--- config.mk ---
export PLATFORM = sky130hd
export DESIGN_NAME = intc
export DESIGN_NICKNAME = d
export VERILOG_FILES = /design/src/rtl/intc.sv
export SDC_FILE = /design/constraint.sdc
export NUM_CORES = 1
export LEC_CHECK = 0
export BUFFER_PORTS_ARGS = -buffer_cell sky130_fd_sc_hd__buf_4
export CORE_ASPECT_RATIO = 0.7
export CORE_UTILIZATION = 23
export DETAILED_ROUTE_END_ITERATION = 7
export PLACE_DENSITY = 0.5
export SETUP_SLACK_MARGIN = 0.3
export SYNTH_ARGS = -nofsm -noshare
export SYNTH_HDL_FRONTEND = slang
export SYNTH_SLANG_ARGS = --single-unit
--- constraint.sdc ---
create_clock -name CLK_I -period 4 [get_ports CLK_I]
set_clock_uncertainty 0.2 [all_clocks]
set_input_delay 0.8 -clock CLK_I [delete_from_list [all_inputs] [get_ports CLK_I]]
set_output_delay 0.8 -clock CLK_I [all_outputs]
set_load 0.01 [all_outputs]
--- src/rtl/intc.sv ---
// Six-source interrupt controller: rising-edge capture into W1C pending bits, mask, global enable, overrun flags.
// PEND updates 1 cycle after an IRQ_I rising edge; HWINT_O/INT_O follow 1 cycle later. There is no backpressure.
module intc (
  input  logic        CLK_I,
  input  logic        RST_I,
  input  logic        WE_I,
  input  logic [3:2]  ADD_I,
  input  logic [31:0] DAT_I,
  output logic [31:0] DAT_O,
  input  logic [5:0]  IRQ_I,
  output logic [5:0]  HWINT_O,
  output logic        INT_O
);

  localparam logic [1:0] A_PEND = 2'b00;
  localparam logic [1:0] A_MASK = 2'b01;
  localparam logic [1:0] A_CTRL = 2'b10;
  localparam logic [1:0] A_VECT = 2'b11;

  logic [5:0] r_irq_q;
  logic [5:0] r_pend;
  logic [5:0] r_mask;
  logic       r_gen;
  logic [5:0] r_ovr;
  logic [5:0] r_hwint;
  logic       r_int;

  logic [5:0] w_edge;
  logic       w_wr_pend;
  logic       w_wr_mask;
  logic       w_wr_ctrl;
  logic [5:0] w_pend_clr;
  logic [5:0] w_ovr_clr;
  logic [5:0] w_pend_nxt;
  logic [5:0] w_ovr_nxt;
  logic [5:0] w_act;
  logic [2:0] w_idx;
  logic       w_unused;

  assign w_edge    = IRQ_I & ~r_irq_q;
  assign w_wr_pend = WE_I && (ADD_I == A_PEND);
  assign w_wr_mask = WE_I && (ADD_I == A_MASK);
  assign w_wr_ctrl = WE_I && (ADD_I == A_CTRL);

  assign w_pend_clr = w_wr_pend ? DAT_I[5:0]  : 6'b0;
  assign w_ovr_clr  = w_wr_ctrl ? DAT_I[13:8] : 6'b0;

  // Setting is OR'ed in after the clear so a same-cycle edge always wins.
  assign w_pend_nxt = (r_pend & ~w_pend_clr) | w_edge;
  assign w_ovr_nxt  = (r_ovr  & ~w_ovr_clr)  | (w_edge & r_pend);

  assign w_act    = r_pend & r_mask & {6{r_gen}};
  assign w_unused = ^{DAT_I[31:14], DAT_I[7:6]};

  always_comb begin
    w_idx = 3'd7;
    for (int i = 5; i >= 0; i--) begin
      if (w_act[i]) w_idx = i[2:0];
    end
  end

  always_ff @(posedge CLK_I) begin
    if (!RST_I) begin
      r_irq_q <= 6'b0;
      r_pend  <= 6'b0;
      r_mask  <= 6'b0;
      r_gen   <= 1'b0;
      r_ovr   <= 6'b0;
      r_hwint <= 6'b0;
      r_int   <= 1'b0;
    end else begin
      r_irq_q <= IRQ_I;
      r_pend  <= w_pend_nxt;
      r_ovr   <= w_ovr_nxt;
      r_hwint <= w_act;
      r_int   <= |w_act;
      if (w_wr_mask) r_mask <= DAT_I[5:0];
      if (w_wr_ctrl) r_gen  <= DAT_I[0];
    end
  end

  always_comb begin
    DAT_O = 32'b0;
    case (ADD_I)
      A_PEND: DAT_O = {26'b0, r_pend};
      A_MASK: DAT_O = {26'b0, r_mask};
      A_CTRL: DAT_O = {18'b0, r_ovr, 7'b0, r_gen};
      A_VECT: DAT_O = {r_int, 28'b0, w_idx};
      default: DAT_O = 32'b0;
    endcase
  end

  assign HWINT_O = r_hwint;
  assign INT_O   = r_int;

endmodule
## Yosys cells after proc, flatten, opt, wreduce, memory -nomap -nowiden

Cells that the tools add are included.

- Bits in registers: 32
- Input bits: 43
- Output and inout port bits: 39
- Word-level logic and storage cells: 35

- Equal/unequal tests: 3
- Multiplexer cells: 9
- Bitwise gates (word level): 11
- Reductions and logical operators: 5

Operator list:

| cell | number |
|---|---|
| $pmux W32 S4 | 1 |
| $and A6 B6 Y6 | 6 |
| $not A6 Y6 | 3 |
| $mux W3 | 5 |
| $mux W6 | 2 |
| $or A6 B6 Y6 | 2 |
| $reduce_or A6 Y1 | 1 |
| $eq A2 B2 Y1 const B | 2 |
| $logic_and A1 B1 Y1 | 3 |
| $eq A2 B1 Y1 const B | 1 |
| $logic_not A2 Y1 | 1 |
| $mux W2 | 1 |

## Longest topological paths before layout

- Word-level depth: 9
- Mapped depth: 4
- Gate-level depth less buffers: 3

## Worst setup path before layout

No wires, ideal clock.

- Kind: input to output
- From: in ADD_I[3] (netlist bit)
- To: out DAT_O[0]
- Data arrival time: 1.437 ns
- Path slack: 1.563 ns
- Cell stages on the path: 4
- Buffers on the path: 1
- Cells stage by stage: buf_4 inv_1 a221oi_1 a221oi_2

- Word-level cells in the longest chain between the ends: 2
- Elaborated cells between the ends (all ways): 5
- Those cells by class: 3 x eq/ne; 1 x mux; 1 x reduce/logical

RTL lines:

| item | RTL line | text |
|---|---|---|
| from (decl) | 7 | `input logic [3:2] ADD_I,` |
| $eq A2 B2 Y1, or another cell as far along | 84 | `case (ADD_I)` |
| $pmux W32 S4 (*) | 84 |  |
| to (decl) | 9 | `output logic [31:0] DAT_O,` |

Every way passes the cells marked *; elsewhere a longest branch is shown, timed or not. The select of a mux whose other input is x is not followed.

## Worst setup path after layout

Ends and elaborated chain as after synthesis.

==> results <==
- The run finished with clean final reports.
- Of the available clock period, the critical path in the final layout requires 68.40%.
- The number of global-route vias before repair is 1154.
- The die covers 6983 sq um.
- For this block, the routed nets add up to approximately 3.6 mm of wire.
- The worst setup path is captured at an output pin.
- The floorplan step set the die height to 70.22 um.
- Summed over all instances, the cell type with the most area after synthesis is dfxtp_1.
- The final critical-path required period is ~2.7 ns.
- Based on the critical path, the design can be clocked at up to approximately 0.37 GHz.
- The final layout contains between 200 and 300 nets.
- The static leakage power is 0.9055 nW.
- The clock insertion delay at the later pin of the skew report is 0.27 ns.
- The number of pins exceeding their max-slew limit in the final report was 0.
- The TritonCTS buffer count is 5.
- The number of I/O port buffers is 42.
- STA puts the critical path data arrival time at about 1.7 ns.
- The library cell used most frequently in the layout, excluding fill and tap cells, is buf_4.
- The startpoint identified for the worst register-to-register timing path is r_pend[1].
- The routability-driven placement congestion ratio is around 0.7.
- The distinct cell type count after synthesis is 31.
- The critical path required time is 3.00 ns.
- The clock net sink count is 32.
- For flop-to-flop paths, the worst setup slack is ~2.8 ns.
- In the final routed layout, each cell accounts on average for 11.84 um.
- The path depth of the worst reg2reg path is 2.
- The row count is 24.
- The number of buffers on the longest clock path is 2.
- The signal on the critical path passes through buf_4 > inv_1 > a221oi_1 > a221oi_2 > buf_4.
- The post-CTS setup buffer count is 0.
- Fill cells in the final layout number 685.
- The classification of the worst setup path is in2out.
- The highest-delay cell along the critical path is a221oi_1.
- The number of antenna diodes is 0.
- The die is a little under 100 um wide.
- Once detail routing completed, the nets flagged for antenna violations numbered 0.
- In this design, the largest share of critical-path delay is due to buffers and inverters.
- The global-route wire length before repair is 5.837 mm.
- Counting both buffers and inverters, the worst setup path holds a total of 3.
- The path with the worst hold slack has its endpoint at HWINT_O[5].
- Relative to the synthesized area, the layout overhead comes to 25.61%.
- Using the TritonRoute via totals, the vias-per-cell ratio works out to 4.056.
- The reg-to-reg critical path endpoint is INT_O.
- The area of the placeable core is approximately 6300 sq um.
- Summing every instance area after synthesis gives between 1500 and 2000 sq um.
- After legalization and detailed placement, the total HPWL measured 2.764 mm.
- The pre-antenna-repair detailed-routing pass consisted of 5 iterations.
- The number of buffers inserted for hold repair after clock tree synthesis is 0.
- OpenSTA, run right after detailed placement, puts the worst setup slack at 1.259 ns.
- The mean area per synthesized cell is 8.889 sq um.
- Setup slack closes at 1.264 ns.
- TritonCTS built the clock tree.
- The kind of start point of the critical path is an input port.
- Leaving out fill and tap cells, the most frequent cells in the layout are 42 x buf_4, 32 x dfxtp_1, 19 x conb_1, 17 x nor2_1, 15 x nand2_1.
- The register bit count reported by yosys is 32.
- Setup repair after global routing left no endpoint under its margin.
- For this run, the total global-route usage over all layers was measured as 11.14%.
- In this run the clock root is driven by a clkbuf_8.
- The tool flagged a number of max-cap violations equal to 0.
- Along the worst hold path, the cell count comes to 2.
- The count of routing violations after the opening detailed-route iteration is 31.
- The startpoint of the lowest-slack hold path is r_mask[5].
- For the final routed database, the setup TNS stands at 0 ns.
- After synthesis, the largest area contributor takes up approximately two fifths of total cell area.
- For this run, the number of Yosys warnings is 0.
- The worst ir drop on vdd is ~0.13 mV.
- The aggregate global routing overflow is 0.
- Entering global routing, the biggest net connects 21 pins.
- The fraction of layout instances using a drive strength above 1 is roughly a quarter.
- The most numerous cell type found on the critical path is buf_4.
- The number of antenna violations at the first check in global routing is 0.
- Setup violations remaining at the end of the flow were counted as 0.
- The H-tree was split into 2 levels.
- Pin placement for this block handled 82 I/O pins.
- For this configuration, the core starts out at a cell density of around 24%.
- Yosys attributes the largest share of cell area to dfxtp_1 42%, buf_4 9.8%, mux2i_1 7.9%.
- Clock-pin slew was measured on the worst setup and hold paths at ~0.060 ns.
- The hold violation count in the final report is 0.
- The gate count after technology mapping is 172.
- Dividing total power by cell area gives a power density of 339.6 nW/um^2.
- The largest incremental delay on the critical path is 0.31 ns.
- After detailed routing, the number of remaining DRC violations is 0.
- The share of the yosys chip area belonging to registers is 41.90%.
- The tightest min-delay check is of the reg2reg type.
- The routed layout has ~1200 vias.
- The post-cts gate resize count is 0.
- The biggest fanout along the worst timing path is 20.
synthesized netlist by cell type:
library cell	number
a21boi_0	6
a21oi_1	6
a221oi_1	1
a221oi_2	1
a22oi_1	3
a311oi_1	1
a32o_2	1
and2_1	6
and3_1	7
buf_2	1
buf_4	20
buf_6	1
clkbuf_1	2
conb_1	1
dfxtp_1	32
inv_1	10
mux2_2	1
mux2i_1	12
nand2_1	15
nand3_1	1
nand3b_1	1
nand3b_4	1
nand4_1	1
nor2_1	17
nor2b_1	6
nor3b_1	1
nor3b_2	1
o211ai_1	2
o21a_1	6
o21ai_0	6
o22ai_1	2
layout make-up:
cell class                 instances  area (sq um)  area share [%]
sequential                        32         640.6           33.36
multi-input combinational        124         744.5           38.76
clock buffer                       5         68.82           3.583
inverter                          10         37.54           1.954
tap                               91         113.9           5.928
timing repair buffer              42         315.3           16.42
tightest hold or removal path, stage by stage, from the launching register on:
cell	delay, ns
dfxtp_1	0.33
nand2_1	0.06
nor2_1	0.04
state kept, by name, indices dropped and copies added, names as in the netlist:
name,flops
r_irq_q,6
r_ovr,6
r_gen,1
INT_O,1
r_mask,6
r_pend,6
HWINT_O,6
stage by stage:
stage / area, sq um / utilization (%) / hold WS [ns] / cells / total power, W
3_5_place_dp: 1852 / 29.23 / 0.2578 / 299 / 0.0004417
2_1_floorplan: 1597 / - / 0.2401 / 190 / 0.0004159
3_3_place_gp: 1852 / 29.23 / 0.2583 / 299 / 0.0004411
4_1_cts: 1921 / 30.31 / 0.2664 / 304 / 0.0006635
6_report: 1921 / 30.31 / 0.2703 / 304 / 0.0006522
5_1_grt: 1921 / 30.31 / 0.2934 / 304 / 0.0006907
where the power goes:
| part | switching, W | total [W] | internal [W] |
|---|---|---|---|
| registers | 0.0000118 | 0.000344 | 0.000333 |
| clock network | 0.000106 | 0.000218 | 0.000112 |
| logic | 0.0000474 | 0.0000897 | 0.0000423 |
| total | 0.000165 | 0.000652 | 0.000487 |
how the worst max path moves through the flow:
| stage | cells past startpoint | end | from | slack [ns] |
|---|---|---|---|---|
| finish | 5 | DAT_O[0] | ADD_I[3] | 1.26 |
| global route | 5 | DAT_O[0] | ADD_I[3] | 1.10 |
| CTS | 5 | DAT_O[0] | ADD_I[3] | 1.27 |
| detailed placement | 5 | DAT_O[0] | ADD_I[3] | 1.26 |
| global placement | 5 | DAT_O[0] | ADD_I[3] | 1.28 |
| floorplan | 4 | DAT_O[0] | ADD_I[3] | 1.56 |
cell families after synthesis:
group	after synthesis	synth area share (%)
AO/OA/AOI/OAI	35	15.96
buffers and inverters	34	13.83
flip-flops	32	41.90
multiplexers	13	8.593
other	1	0.2453
AND/OR/NAND/NOR	57	19.48
per-layer routing:
layer	global-route usage [%]	vias to the layer above	wire length, um
met4	3.431	0	34
met5	0	-	0
met2	15.35	41	1483
met3	4.004	5	203
met1	15.94	562	1878
li1	-	625	-
(Power assumes the default switching activity.)
